$ cat src/rtl/fp_pkg.sv
// Shared definitions for the fixed-point sign-magnitude arithmetic blocks.
package fp_pkg;

   localparam logic RND_TRUNC   = 1'b0;
   localparam logic RND_HALF_UP = 1'b1;

   // Largest representable magnitude for a SIZE-bit sign-magnitude word.
   function automatic logic [63:0] fp_max_mag(input int unsigned size);
      return (64'(1) << (size - 1)) - 64'(1);
   endfunction

endpackage

$ cat src/rtl/fp_round_sat.sv
// Round, rescale and overflow-handle a full-width magnitude product.
module fp_round_sat
   import fp_pkg::*;
#(
   parameter int unsigned SIZE = 24,
   parameter int unsigned FRAC = 8
) (
   input  logic [2*(SIZE-1)-1:0] p,
   input  logic                  rnd,
   input  logic                  sat,
   output logic [SIZE-2:0]       mag,
   output logic                  ovf
);

   localparam int unsigned MW = SIZE - 1;
   localparam int unsigned PW = 2 * MW;

   // Half an output LSB; collapses to zero when there are no fractional bits.
   localparam logic [PW:0] HALF = ((PW+1)'(1) << FRAC) >> 1;
   localparam logic [PW:0] MAXM = (PW+1)'(fp_max_mag(SIZE));

   logic [PW:0] sum;
   logic [PW:0] m;

   always_comb begin
      sum = {1'b0, p} + ((rnd == RND_HALF_UP) ? HALF : '0);
      m   = sum >> FRAC;
      ovf = (m > MAXM);
      mag = m[MW-1:0];
      if (ovf && sat) begin
         mag = MW'(fp_max_mag(SIZE));
      end
   end

endmodule

$ cat src/rtl/fp_mul_pipe.sv
// Pipelined sign-magnitude fixed-point multiplier with a single global stall.
module fp_mul_pipe
   import fp_pkg::*;
#(
   parameter int unsigned SIZE   = 24,
   parameter int unsigned FRAC   = 8,
   parameter int unsigned STAGES = 2,
   parameter int unsigned SAT    = 1
) (
   input  logic            clk,
   input  logic            rst,
   input  logic            in_valid,
   output logic            in_ready,
   input  logic [SIZE-1:0] in_a,
   input  logic [SIZE-1:0] in_b,
   input  logic            in_round,
   output logic            out_valid,
   input  logic            out_ready,
   output logic [SIZE-1:0] out_p,
   output logic            out_ovf
);

   localparam int unsigned MW = SIZE - 1;
   localparam int unsigned PW = 2 * MW;

   logic adv;

   assign adv      = !out_valid || out_ready;
   assign in_ready = adv;

   // Multiplier operands: straight from the ports, or from the stage-1 register.
   logic [MW-1:0] m_a, m_b;
   logic          m_r, m_s, m_v;

   generate
      if (STAGES == 1) begin : g_in_comb
         assign m_a = in_a[MW-1:0];
         assign m_b = in_b[MW-1:0];
         assign m_r = in_round;
         assign m_s = in_a[SIZE-1] ^ in_b[SIZE-1];
         assign m_v = in_valid;
      end else begin : g_in_reg
         logic [MW-1:0] s1_a, s1_b;
         logic          s1_r, s1_s, s1_v;

         always_ff @(posedge clk) begin
            if (rst) begin
               s1_a <= '0;
               s1_b <= '0;
               s1_r <= 1'b0;
               s1_s <= 1'b0;
               s1_v <= 1'b0;
            end else if (adv) begin
               s1_a <= in_a[MW-1:0];
               s1_b <= in_b[MW-1:0];
               s1_r <= in_round;
               s1_s <= in_a[SIZE-1] ^ in_b[SIZE-1];
               s1_v <= in_valid;
            end
         end

         assign m_a = s1_a;
         assign m_b = s1_b;
         assign m_r = s1_r;
         assign m_s = s1_s;
         assign m_v = s1_v;
      end
   endgenerate

   logic [PW-1:0] prod;

   assign prod = PW'(m_a) * PW'(m_b);

   // Product feeding round/saturate: direct, or through the product delay chain.
   logic [PW-1:0] f_p;
   logic          f_r, f_s, f_v;

   generate
      if (STAGES <= 2) begin : g_prod_comb
         assign f_p = prod;
         assign f_r = m_r;
         assign f_s = m_s;
         assign f_v = m_v;
      end else begin : g_prod_reg
         localparam int unsigned ND = STAGES - 2;

         logic [PW-1:0] d_p [ND];
         logic          d_r [ND];
         logic          d_s [ND];
         logic          d_v [ND];

         always_ff @(posedge clk) begin
            if (rst) begin
               for (int i = 0; i < int'(ND); i++) begin
                  d_p[i] <= '0;
                  d_r[i] <= 1'b0;
                  d_s[i] <= 1'b0;
                  d_v[i] <= 1'b0;
               end
            end else if (adv) begin
               d_p[0] <= prod;
               d_r[0] <= m_r;
               d_s[0] <= m_s;
               d_v[0] <= m_v;
               for (int i = 1; i < int'(ND); i++) begin
                  d_p[i] <= d_p[i-1];
                  d_r[i] <= d_r[i-1];
                  d_s[i] <= d_s[i-1];
                  d_v[i] <= d_v[i-1];
               end
            end
         end

         assign f_p = d_p[ND-1];
         assign f_r = d_r[ND-1];
         assign f_s = d_s[ND-1];
         assign f_v = d_v[ND-1];
      end
   endgenerate

   logic [MW-1:0] rs_mag;
   logic          rs_ovf;

   fp_round_sat #(
      .SIZE (SIZE),
      .FRAC (FRAC)
   ) u_round_sat (
      .p   (f_p),
      .rnd (f_r),
      .sat (1'(SAT)),
      .mag (rs_mag),
      .ovf (rs_ovf)
   );

   // Output register; a zero magnitude always leaves with a positive sign.
   always_ff @(posedge clk) begin
      if (rst) begin
         out_valid <= 1'b0;
         out_p     <= '0;
         out_ovf   <= 1'b0;
      end else if (adv) begin
         out_valid <= f_v;
         out_p     <= {f_s && (rs_mag != '0), rs_mag};
         out_ovf   <= rs_ovf;
      end
   end

endmodule

$ cat config.mk
export PLATFORM = sky130hd
export DESIGN_NAME = fp_mul_pipe
export DESIGN_NICKNAME = d
export VERILOG_FILES = /design/src/rtl/fp_pkg.sv /design/src/rtl/fp_round_sat.sv /design/src/rtl/fp_mul_pipe.sv
export SDC_FILE = /design/constraint.sdc
export NUM_CORES = 1
export LEC_CHECK = 0
export CORE_ASPECT_RATIO = 1.25
export CORE_MARGIN = 5
export CORE_UTILIZATION = 55
export CTS_BUF_LIST = sky130_fd_sc_hd__clkbuf_8
export CTS_CLUSTER_SIZE = 10
export DETAILED_ROUTE_END_ITERATION = 12
export DONT_BUFFER_PORTS = 1
export PLACE_DENSITY = 0.7
export SYNTH_ARGS = -nofsm -noshare
export SYNTH_HDL_FRONTEND = slang
export SYNTH_SLANG_ARGS = --single-unit
export TNS_END_PERCENT = 20
$ cat constraint.sdc
create_clock -name clk -period 9.4 [get_ports clk]
set_clock_uncertainty 0.2 [all_clocks]
set_input_delay 1.88 -clock clk [delete_from_list [all_inputs] [get_ports clk]]
set_output_delay 1.88 -clock clk [all_outputs]
set_load 0.01 [all_outputs]
==> key figures <==
STA
  • Final Hold Vio Count: 0
  • Period minus WS final: 8.793 ns
  • RSZ-0062 raised after global routing: false
  • Relative slew margins: 19.91%
  • Fin crit share: 93.54%
  • WHS: ~0.25 ns
  • Setup_tns: 0 ns
  • Worst-Margin Slew: around 1.2 ns
  • Final slew viol count: 0
  • Setup violations, final: 0
  • Fmax: 113.7 MHz

Synth
  • Synth top area cells: fa_1, ha_1, inv_1
  • Largest family of logic cells by synthesized area: adder cells
  • Synthesized cell area: approximately 0.021 mm2
  • Post-synth top area cell: fa_1
  • Share of synthesized registers carrying an async set or reset: 0%
  • Simple-gate share of the synthesized area: around 19%
  • Synth cell types: 60
  • Post-synthesis xor/xnor area fraction: approximately 1.4%
  • Synth Area in Adders: a little over half
  • #FFs+latches synth: 75
  • Cells after synthesis: approximately 2500
  • Ys flop type: dfxtp_1
  • Net Count, Synth: roughly 3200
  • Number of enable flip-flop cells after synthesis: 0
  • Multiplexer area fraction after synthesis: less than 1%
  • Mean Syn Cell Area: around 8.5 um2
  • Sequential share of the synthesized area: 7.137%
  • Yosys top cell area share: approximately 42%
  • Compound-Gate Fraction of Synth Area: 6.869%
  • Yosys warns: 0

Place
  • GP Congestion: approximately 0.95
  • Placement Cell Area: between 0.02 and 0.025 mm2
  • Dpl hpwl: roughly 47000 um
  • Port Buffer Count: 0

Hold path
  • Tightest Hold Check Type: reg2reg
  • Cells on Worst Hold Path: 2
  • WHS Endpoint: g_in_reg.s1_b[1]
  • Hold_sp: g_in_reg.s1_b[1]

Floorplanning
  • Core area: 0.03804 mm2
  • Placement row count: 80
  • Die Height: between 200 and 250 um
  • Die X: 184.9 um
  • Die area: between 0.04 and 0.05 mm2
  • I/O pin total: 80
  • Initial Util: a little under three fifths

Power and ir drop
  • Net Sw Frac: between 50% and 60%
  • Psw: between 1.5 and 2 mW
  • Power density over cell area: about 150 mW/mm2
  • Worst vdd ir: about 130 uV
  • Comb power frac: 76.6%
  • Clk network pwr share: 10.2%
  • Internal Power: roughly 1.4 mW
  • Register share of total power: 13.2%
  • Leak: between 10 and 15 nW
  • Design Power: 3.262 mW

Drt
  • Drt pass-1 iters: 5
  • DRT antenna net count: 0
  • Total Wirelength: between 50000 and 60000 um
  • DR vias/cell: roughly 5.7
  • Initial DRC count: approximately 1200
  • Via Count: ~16000
  • DRC: 0
  • Drt wl/cell: approximately 20 um

Setup path
  • Worst R2R Setup Slack: 0.61 ns
  • WP data required: approximately 9.5 ns
  • Launching point of the worst reg2reg path: g_in_reg.s1_b[8]
  • R2R cell count: 25
  • Crit. End Element: flip-flop
  • Crit Path Category: reg2reg
  • CP Launch Type: flip-flop
  • Worst r2r dst: out_p[6]
  • CP max FO: 25
  • Crit path DAT: just under 9 ns

Final layout
  • Final instance area: 0.02166 mm2
  • Final core occ: between 50% and 60%
  • Commonest non-fill, non-tap cell in the layout: inv_1
  • Share of cells above drive strength 1: a little under 3%
  • Most frequent cells in the layout: inv_1, fa_1, nand2_1
  • Nets@finish: between 3000 and 4000
  • P&R area growth vs syn: 2.938%

CTS
  • Clock slew at reported path FFs: between 0.1 and 0.15 ns
  • Hold Buf Count CTS: 0
  • PostCTS Resize Cnt: 0
  • H-tree depth: 3
  • Maximum root-to-sink buffer count: 2
  • CTS tree: built
  • CTS root buffer: clkbuf_8
  • Total CTS buffers: 9
  • Post-CTS setup buffer count: 0
  • Latest clock arrival within the worst-skew pair: 0.44 ns
  • CTS Sinks: 75

Global route
  • Largest net degree at the start of global routing: 84
  • First-pass GRT wire length: between 90000 and 100000 um
  • Remaining Overflow, GRT: 0
  • Number of global-route vias before repair: about 18000
  • Total GRT Usage: 28.99%
  • Antenna violations before repair: 1

Run
  • Max-cap violations: 0

Status
  • Status: completed
## synthesized netlist by cell type (3+ instances only)
cell type	instances
o21a_1	8
dfxtp_1	75
o211ai_1	3
a21oi_1	103
nor2_1	74
a21o_1	5
buf_2	6
xnor2_1	23
nand4_1	14
o31a_1	3
nand3_1	13
o21ai_1	11
nor4_1	3
ha_1	190
and2_1	245
inv_1	551
and4_1	5
a31oi_1	8
o21bai_1	5
xor2_1	10
fa_1	442
a311oi_1	9
mux2i_1	7
o21ai_0	27
a221oi_2	3
clkbuf_1	125
a211oi_1	26
a21boi_0	3
or3_1	5
and3_1	3
nor3_1	9
nand2_1	435
nor2b_1	5
## state kept, by name, summed over array words and instances (netlist names)
signal,flops
out_valid,1
f_s,1
out_p,24
g_in_reg.s1_b,23
g_in_reg.s1_a,23
f_r,1
out_ovf,1
f_v,1
## how the worst max path moves through the flow
stage                                start   endpoint  slack, ns  depth (start not counted)
after floorplan           g_in_reg.s1_b[2]  out_p[13]       1.92                         28
after global placement    g_in_reg.s1_b[8]   out_p[6]       0.82                         25
after detailed placement  g_in_reg.s1_b[8]   out_p[6]       0.76                         25
after CTS                 g_in_reg.s1_b[8]   out_p[6]       0.69                         25
after global routing      g_in_reg.s1_b[8]   out_p[2]       0.19                         25
final                     g_in_reg.s1_b[8]   out_p[6]       0.61                         25
## routing by layer
metal	part of all wire (%)	vias to the layer above	global-route usage [%]
met5	0	-	0
met4	5.2	0	12.99
met3	6.1	189	4.346
met2	50	602	48.80
met1	39	8406	36.93
li1	-	7251	-
## logic make-up (layout without fill, tap and decap cells)
logic type                 count (synthesis)  count (layout)
adders and majority gates                632             632
muxes                                      7               7
AOI/OAI and AO/OA                        232             232
buffers and inverters                    686             606
other                                      0               1
xor gates and xnor gates                  33              33
DFF                                       75              75
and+or+nand+nor                          824             824
## cell type report
cell class,instances,area [um2]
well taps,492,615.6
clock inverters,7,105.1
inverters,551,2068
repair buffers,39,292.8
multi-input cells,1728,16950
flip-flops and latches,75,1501
diodes,1,2.502
fillers,3495,16380
clock buffers,9,123.9
## stage by stage
step,setup slack (ns),std cells
final,0.6074,2902
after global routing,0.1865,2902
after CTS,0.6884,2901
after detailed placement,0.7611,2885
after global placement,0.8229,2885
after floorplan,1.922,2489
## power by group through the flow
stage	logic (mW)	clock network, mW	registers, mW
detailed placement	2.47	0	0.436
global route	2.77	0.349	0.434
CTS	2.50	0.336	0.428
global placement	2.46	0	0.434
finish	2.50	0.332	0.430
floorplan	1.72	0	0.365
## worst max-delay path, cell delays in order (launching register included)
cell and delay [ns]:
dfxtp_1 1.13, nand2_1 0.19, fa_1 0.58, inv_1 0.06, fa_1 0.53, inv_1 0.05, fa_1 0.50, inv_1 0.05
fa_1 0.56, fa_1 0.44, fa_1 0.49, inv_1 0.05, fa_1 0.50, inv_1 0.05, ha_1 0.43, nand2_1 0.13
nor2_1 0.34, a21oi_1 0.25, o211ai_2 0.16, or4b_1 0.50, a21o_1 0.21, a221oi_2 0.24, nand4_1 0.20, nor4b_4 0.28
buf_4 0.31, a311oi_1 0.14
Note: power is estimated with default switching activity, not from simulation.
